### src/rtl/pipe_stage_reg.sv
// Inter-stage pipeline register for the five-stage MIPS core.
// Carries instruction, PC, exception code, delay-slot flag, valid and an
// opaque sideband payload. Supports stall, bubble insertion, flush, and
// merging of in-stage exceptions. Also keeps a saturating bubble counter.
module pipe_stage_reg #(
    parameter int          INS_W             = 32,
    parameter int          PC_W              = 32,
    parameter int          EXTRA_W           = 1,
    parameter logic [31:0] RESET_PC          = 32'h0000_3000,
    parameter logic [31:0] FLUSH_PC          = 32'h0000_4180,
    parameter bit          KEEP_PC_ON_BUBBLE = 1'b1,
    parameter int          CNT_W             = 16
) (
    input  logic               clk,
    input  logic               reset,
    input  logic               stall,
    input  logic               bubble,
    input  logic               flush,
    input  logic               in_valid,
    input  logic [INS_W-1:0]   in_ins,
    input  logic [PC_W-1:0]    in_pc,
    input  logic [4:0]         in_exccode,
    input  logic               in_bd,
    input  logic [EXTRA_W-1:0] in_extra,
    input  logic [4:0]         stage_exccode,
    output logic               out_valid,
    output logic [INS_W-1:0]   out_ins,
    output logic [PC_W-1:0]    out_pc,
    output logic [4:0]         out_exccode,
    output logic               out_bd,
    output logic [EXTRA_W-1:0] out_extra,
    output logic [CNT_W-1:0]   bubble_cnt
);

    localparam logic [PC_W-1:0] RST_PC_W   = PC_W'(RESET_PC);
    localparam logic [PC_W-1:0] FLUSH_PC_W = PC_W'(FLUSH_PC);

    logic [4:0] merged_exc;

    // Earlier-stage exception wins over the in-stage one; empty slots carry none.
    always_comb begin
        merged_exc = 5'd0;
        if (in_valid) begin
            merged_exc = (in_exccode != 5'd0) ? in_exccode : stage_exccode;
        end
    end

    // Stage payload register: flush > stall > bubble > load.
    always_ff @(posedge clk or posedge reset) begin
        if (reset) begin
            out_valid   <= 1'b0;
            out_ins     <= '0;
            out_pc      <= RST_PC_W;
            out_exccode <= 5'd0;
            out_bd      <= 1'b0;
            out_extra   <= '0;
        end else if (flush) begin
            out_valid   <= 1'b0;
            out_ins     <= '0;
            out_pc      <= FLUSH_PC_W;
            out_exccode <= 5'd0;
            out_bd      <= 1'b0;
            out_extra   <= '0;
        end else if (stall) begin
            out_valid   <= out_valid;
            out_ins     <= out_ins;
            out_pc      <= out_pc;
            out_exccode <= out_exccode;
            out_bd      <= out_bd;
            out_extra   <= out_extra;
        end else if (bubble) begin
            // A kept PC lets CP0 report the macroscopic PC if an interrupt lands on the bubble.
            out_valid   <= 1'b0;
            out_ins     <= '0;
            out_exccode <= 5'd0;
            out_extra   <= '0;
            if (KEEP_PC_ON_BUBBLE) begin
                out_pc <= in_pc;
                out_bd <= in_bd;
            end else begin
                out_pc <= RST_PC_W;
                out_bd <= 1'b0;
            end
        end else begin
            out_valid   <= in_valid;
            out_ins     <= in_ins;
            out_pc      <= in_pc;
            out_exccode <= merged_exc;
            out_bd      <= in_bd;
            out_extra   <= in_extra;
        end
    end

    // Saturating count of bubbles actually taken; flush does not clear it.
    always_ff @(posedge clk or posedge reset) begin
        if (reset) begin
            bubble_cnt <= '0;
        end else if (!flush && !stall && bubble && (bubble_cnt != {CNT_W{1'b1}})) begin
            bubble_cnt <= bubble_cnt + 1'b1;
        end
    end

endmodule

### config.mk
export PLATFORM = sky130hd
export DESIGN_NAME = pipe_stage_reg
export DESIGN_NICKNAME = d
export VERILOG_FILES = /design/src/rtl/pipe_stage_reg.sv
export SDC_FILE = /design/constraint.sdc
export NUM_CORES = 1
export LEC_CHECK = 0
export ABC_CLOCK_PERIOD_IN_PS = 3000
export CORE_MARGIN = 4
export CORE_UTILIZATION = 37
export DETAILED_ROUTE_END_ITERATION = 7
export GPL_ROUTABILITY_DRIVEN = 1
export PLACE_DENSITY_LB_ADDON = 0.12
export RECOVER_POWER = 50
export SLEW_MARGIN = 15
export SYNTH_ARGS = -nofsm -noshare
export SYNTH_HDL_FRONTEND = slang
export SYNTH_SLANG_ARGS = --single-unit
### constraint.sdc
create_clock -name clk -period 3 [get_ports clk]
set_clock_uncertainty 0.05 [all_clocks]
set_input_delay 0.9 -clock clk [delete_from_list [all_inputs] [get_ports clk]]
set_output_delay 0.9 -clock clk [all_outputs]
set_load 0.05 [all_outputs]
# Word-level counts from Yosys, hierarchy flattened
# Index checks and enable logic that the tools add are counted.
# op_classes
addsub	1
eq_ne	2
mux	18
n_reduce_logical	6
# ops
op	n
2-to-1 mux 32 bit	5
2-to-1 mux 5 bit	5
adder 16 x 1 -> 16 bit (second input constant)	1
inequality test 16 bit (second input constant)	1
2-to-1 mux 1 bit	8
nonzero test 5 bit	1
logical AND 1 bit	3
logical NOT 1 bit	2
inequality test 2 x 1 -> 1 bit (second input constant)	1
# word_totals
reg_bits	88
in_bits	82
output_inout_bits	88
word_cells	34

# Longest topological paths before layout
# logic_depth
ltp_word	6
depth_mapped	6
ltp_nobuf	5

# Worst setup path before layout
# OpenSTA, ideal clock, no wires.
# synth_timing
path_kind	in2reg
from	in flush
to	reg bubble_cnt[11]
setup_time_ns	0.125
arrival_ns	1.953
required_time_ns	2.825
slack_ns	0.873
stages	5
n_path_buf	1
cell_sequence	buf_6 > nor3b_4 > nand3_1 > nor3_1 > mux2_2
# synth_between
elab_chain_len	4
# synth_lines
element	line_no	source
start: declaration	18	input logic flush,
logical NOT 1 bit	98	end else if (!flush && !stall && bubble && (bubble_cnt != {CNT_W{1'b1}})) begin
logical AND 1 bit (3 in a row)	98	
end signal: assignment	99	bubble_cnt <= bubble_cnt + 1'b1;
end: declaration	32	output logic [CNT_W-1:0] bubble_cnt
# No other way between the ends.
# A chain may end at the register's enable or synchronous reset.

# Worst setup path after layout
# layout_timing
from	reg out_pc[13]
to	out out_pc[13]
# layout_lines
element	line_no	source
start: declaration	28	output logic [PC_W-1:0] out_pc,
start signal: assignment	67	out_pc <= out_pc;
start signal: assignment	78	out_pc <= in_pc;
start signal: assignment	87	out_pc <= in_pc;
# No word-level cell between the ends.

==> results.txt <==
status: finished clean
die height: 106 µm
synth top area cells: dfrtp_1, mux2i_1, a22o_1
crit path DAT: 1.67 ns
DR iter-0 viols: 81
CP required: 2.05 ns
Cell variety after synth: 35
Cell Int Power: 1.97 mW
critical path type: reg -> out
final hold viol count: 0
Yosys warnings: 0
clock share of power: 0.291
Cell Chain, Critical Path: clkdlybuf4s50_1
clock-pin slew on the worst setup and hold paths: 0.09 ns
share of the synthesized area in the top cell type: 0.602
worst skew pair latency: 0.34 ns
Synth area leader: dfrtp_1
Hold/Removal Path Class: reg -> reg
Leak: 2.51 nW
first-pass GRT wire length: 15100 µm
pins over their slew limit: 0
# port buffers: 169
Final Critical Period: 2.62 ns
MaxCap Viol Count: 0
first-pass iteration count of the detailed router: 4
grt total ovfl: 0
row cnt: 35
initial core utilization: 0.383
simple-gate area share of the yosys netlist: 0.126
post-synthesis sequential area ratio: 0.617
Comb pwr share: 0.246
Worst setup SP type: flip-flop
CTS tree: yes
Psw: 0.896 mW
hold buffer count at CTS: 0
vias after detailed routing: 2836
Post CTS Setup Buffer Count: 0
Synth Flop Type: dfrtp_1
HPWL Detailed: 6840 µm
met3 Usage GRT: 0.0595
cts repair resizes: 0
buffers plus inverters on the worst setup path: 1
XOR/XNOR share of the synthesized area: 0.0318
Synth Cell Area: 3580 µm²
FF+latch count, synth: 88
ys async rst share: 1.00
Core ar.: 9330 µm²
Post-Place Cell Area: 5420 µm²
Syn Area/Cell: 12.5 µm²
number of I/O pins: 170
TNS Setup: 0 ns
RSZ-0062 raised after global routing: false
Via density: 4.81
Synth Area in Compound Gates: 0.107
crit path max-delay cell type: clkdlybuf4s50_1
initial antenna violation count: 0
mux cell area share after synthesis: 0.0945
Final setup viols: 0
final instance area: 5610 µm²
Fillers: 805
clk sinks: 88
Root Driver: clkbuf_8
Post-synth EDFFs: 0
area delta synth->final: 57.0%
# diodes: 0
Top delay family on crit path: buffers and inverters
met2 Resource Use GR: 0.277
nets@finish: 539
relative slew slack: 0.224
DRC errors left: 0
largest family of logic cells by synthesized area: simple AND/OR/NAND/NOR gates
CTS max path bufs: 2
number of global-route vias before repair: 2958
pin count of the biggest net entering global routing: 89
worst vdd ir: 238 µV
Total GRT Usage: 0.168
Post-Synth Adder-Cell Area: 0.00350
Top Usage Layer GRT: met2
Post-DRT Antenna Nets: 0
Cells after Synth: 285
Final period util: 0.875
Pwr per Cell Area: 511 nW/µm²
total CTS buffers: 9
Slew @ Worst Pin: 1.16 ns
max frequency: 0.381 GHz
GP Congestion: 0.852
crit path capture type: output port
number of H-tree levels: 3
critical path peak fanout: 2
drt wl/cell: 15.9 µm
Core Util, Final: 0.602
DIE AREA: 11300 µm²
die width: 106 µm
met1 usage: 0.204
Net Sw Frac: 0.312
total wire length: 9360 µm
Seq pwr share: 0.464
proportion of layout cells with a drive suffix above 1: 0.0738
slowest stage delay, CP: 0.81 ns
Net Count, Synth: 368
-- worst paths after layout --
path	from	to	slack, ns	depth (start not counted)
setup reg to reg	bubble_cnt[0]	bubble_cnt[1]	1.23	5
min in group asynchronous	reset	bubble_cnt[8]	1.41	3
max in group asynchronous	reset	out_pc[14]	0.76	3
setup / recovery	out_pc[13]	out_pc[13]	0.38	1
hold / removal	out_valid	out_valid	0.44	2
hold reg to reg	out_valid	out_valid	0.44	2
-- registers in the layout (all words and copies together), names as in the netlist --
register	count
bubble_cnt	16
out_ins	32
out_valid	1
out_bd	1
out_extra	1
out_exccode	5
out_pc	32
-- tightest hold or removal path, delay by kind of cell, from the launching register on --
family | cells | cell delay [ns]
AND/OR/NAND/NOR | 2 | 0.11
flip-flops | 1 | 0.35
-- routing by layer --
metal  part of all wire  up-vias
met4              0.013        0
met3              0.085       10
li1                   -     1353
met2               0.49       93
met5                  0        -
met1               0.41     1380
-- cell families (layout without fill, tap and decap cells) --
group | count (synthesis) | count (layout)
buffers and inverters | 16 | 192
DFF | 88 | 88
AOI/OAI and AO/OA | 49 | 49
adders and majority gates | 1 | 1
xor gates and xnor gates | 13 | 13
muxes | 33 | 33
and+or+nand+nor | 85 | 85
-- layout make-up --
| type | instances | area [µm²] | share of cell area |
|---|---|---|---|
| inverters | 1 | 7.51 | 0.00134 |
| clock inverters | 4 | 52.6 | 0.00936 |
| clock buffers | 12 | 155 | 0.0276 |
| well taps | 129 | 161 | 0.0288 |
| repair buffers | 175 | 1730 | 0.308 |
| multi-input cells | 181 | 1300 | 0.232 |
| flip-flops and latches | 88 | 2200 | 0.393 |
-- synth_stat cells (6+ instances only) --
master,count
nand3_1,6
clkbuf_1,8
dfrtp_1,86
a21oi_1,7
nand2_1,15
nand4_1,6
mux2i_1,30
a22o_1,33
nor2_1,35
xor2_1,10
-- placed cells by master (no fill, tap or decap), types with 2 or more instances in the layout --
cell               n
nand4_2            2
nor4_1             2
buf_4              4
nor3_1             4
nand4_1            6
o21ai_0            5
dfrtp_1           86
a21oi_1            7
nand2_1           15
a22o_1            33
clkbuf_8          11
dlygate4sd3_1      2
dfstp_2            2
a211o_1            3
xor2_1            10
nand3_1            6
mux2i_1           30
and4_1             2
clkdlybuf4s50_1  166
xnor2_1            3
clkinvlp_4         4
mux2_2             2
nor2_1            35
nor2b_1            4
-- through the flow --
step / total power [mW] / setup slack, ns / hold slack, ns / instances
global route: 2.99 / 0.268 / 0.469 / 590
finish: 2.87 / 0.375 / 0.436 / 590
detailed placement: 2.08 / 0.267 / 0.418 / 574
global placement: 2.07 / 0.324 / 0.410 / 574
CTS: 2.92 / 0.353 / 0.442 / 590
floorplan: 1.76 / 0.873 / 0.589 / 285
-- power groups by stage --
| stage | logic (mW) | registers [mW] | clock network (mW) |
|---|---|---|---|
| 5_1_grt | 0.741 | 1.35 | 0.903 |
| 2_1_floorplan | 0.154 | 1.61 | 0 |
| 3_5_place_dp | 0.723 | 1.36 | 0 |
| 3_3_place_gp | 0.715 | 1.36 | 0 |
| 6_report | 0.705 | 1.33 | 0.834 |
| 4_1_cts | 0.725 | 1.33 | 0.866 |
Power figures use the tool's default switching activity.
==> edit (config.mk and constraints unchanged) <==
`PC_W`: 32 -> 64.
--- a/src/rtl/pipe_stage_reg.sv
+++ b/src/rtl/pipe_stage_reg.sv
@@ -4,7 +4,7 @@
 // merging of in-stage exceptions. Also keeps a saturating bubble counter.
 module pipe_stage_reg #(
     parameter int          INS_W             = 32,
-    parameter int          PC_W              = 32,
+    parameter int          PC_W              = 64,
     parameter int          EXTRA_W           = 1,
     parameter logic [31:0] RESET_PC          = 32'h0000_3000,
     parameter logic [31:0] FLUSH_PC          = 32'h0000_4180,
Interface: changed (resized in_pc and out_pc); port bits go from 170 to 234. No check against the original RTL was run, so the function may have changed too.
==> edit against the original RTL <==
  * The run now ends with capacitance limit, slew limit left
  * Total power is 73% higher
  * Wire length is 45% higher
  * Global-route usage is 1.6 points higher
  * Setup slack worse by 0.14 ns
  * Final area is 42% higher
  * Count of clock-buffer cells in the layout is 11 higher
  * Area after synthesis is 36% higher
  * Non-clock buffer count is 66 higher
  * Sequential cell count is 32 higher
  * Critical path type unchanged
  * Highest routed layer unchanged
==> edit: results (changes against the original RTL) <==
| Metric | Value |
|---|---|
| Status | `complete, but fails checks` |
| Failing checks | `capacitance limit, slew limit` |
| Starting DRT DRC Count | `157 (+94%)` |
| Nets | `742 (+38%)` |
| Met1 Usage GRT | `21.2% (+0.81 points)` |
| Synth top cells by count | `dfrtp_1, nor2_1, mux2i_1, a22o_1, clkbuf_1` |
| Vias/cell | `4.81 (+0.15%)` |
| DP Worst Slack | `0.166 ns (-0.101 ns)` |
| Worst IR Drop VDD | `300 µV (+26%)` |
| Crit Path Max Fanout | `9 (+7)` |
| Share of layout cells above drive strength 1 | `8.13% (+0.75 points)` |
| CP arrival | `1.81 ns (+0.14 ns)` |
| Routability congestion estimate | `0.786 (-7.7%)` |
| Max Transition Viols Final | `69 (+69)` |
| Grt met3 use | `9.31% (+3.4 points)` |
| Post-Route WL | `13.6 mm (+45%)` |
| CP peak stage delay | `0.89 ns (+0.08 ns)` |
| CTS root buf | `clkbuf_16` |
| Met2 Track Usage GR | `28.8% (+1.1 points)` |
| DR pass1 iterations | `6 (+2)` |
| Syn Nets | `506 (+38%)` |
| Met2 WL | `6.47 mm (+40%)` |
| Most area-consuming cells after synthesis | `dfrtp_1, mux2i_1, a22o_1, nor2_1, xor2_1` |
| Inverters | `3 (+2)` |
| Crit path from | `bubble_cnt[7]` |
| CTS buffer count | `17 (+8)` |
| Nonclk buf count | `241 (+38%)` |
| Met3 WL post-DR | `1.54 mm (+93%)` |
| Reg area | `3010 µm² (+36%)` |
| Avg WL per Cell | `16.7 µm (+5.4%)` |
| Clock buffers | `23 (+11)` |
| Routed length on met1 | `5.25 mm (+37%)` |
| Leakage | `3.62 nW (+44%)` |
| H-Tree Level Count | `4 (+1)` |
| #MultiIn Comb | `244 (+35%)` |
| Area grow syn2layout | `64.2%` |
| Clock sinks | `120 (+36%)` |
| Total of max-cap violations | `1 (+1)` |
| Fill count | `1002 (+24%)` |
| Port buffer count | `233 (+38%)` |
edit: cell types whose count changed after synthesis, moves of 3 or more:
cell and delta:
buf_2 +3, nor2_1 +33, clkbuf_1 +7, mux2_1 +3, xor2_1 -3, mux2i_1 +32
dfrtp_1 +32
edit: path summary, 6_finish.rpt:
path,slack [ns],cells after the start,to
max,0.24,1,bubble_cnt[7]
min,0.42,2,out_valid
max reg2reg,1.08,5,bubble_cnt[10]
min reg2reg,0.42,2,out_valid
max in group asynchronous,0.50,3,out_pc[1]
min in group asynchronous,1.35,3,out_pc[49]
edit: power by group:
group / switching, mW / internal, mW
clock: 0.682 / 1.45
combinational: 0.607 / 0.405
sequential: 0.0984 / 1.73
edit: logic make-up after synthesis:
logic type	count (synthesis)	share of synthesized area (%)
mux	65	13.4
buf+inv	27	2.37
fa+ha+maj	1	0.257
flops	120	61.7
simple gates	118	12.4
xor+xnor	9	1.62
compound gates	51	8.17
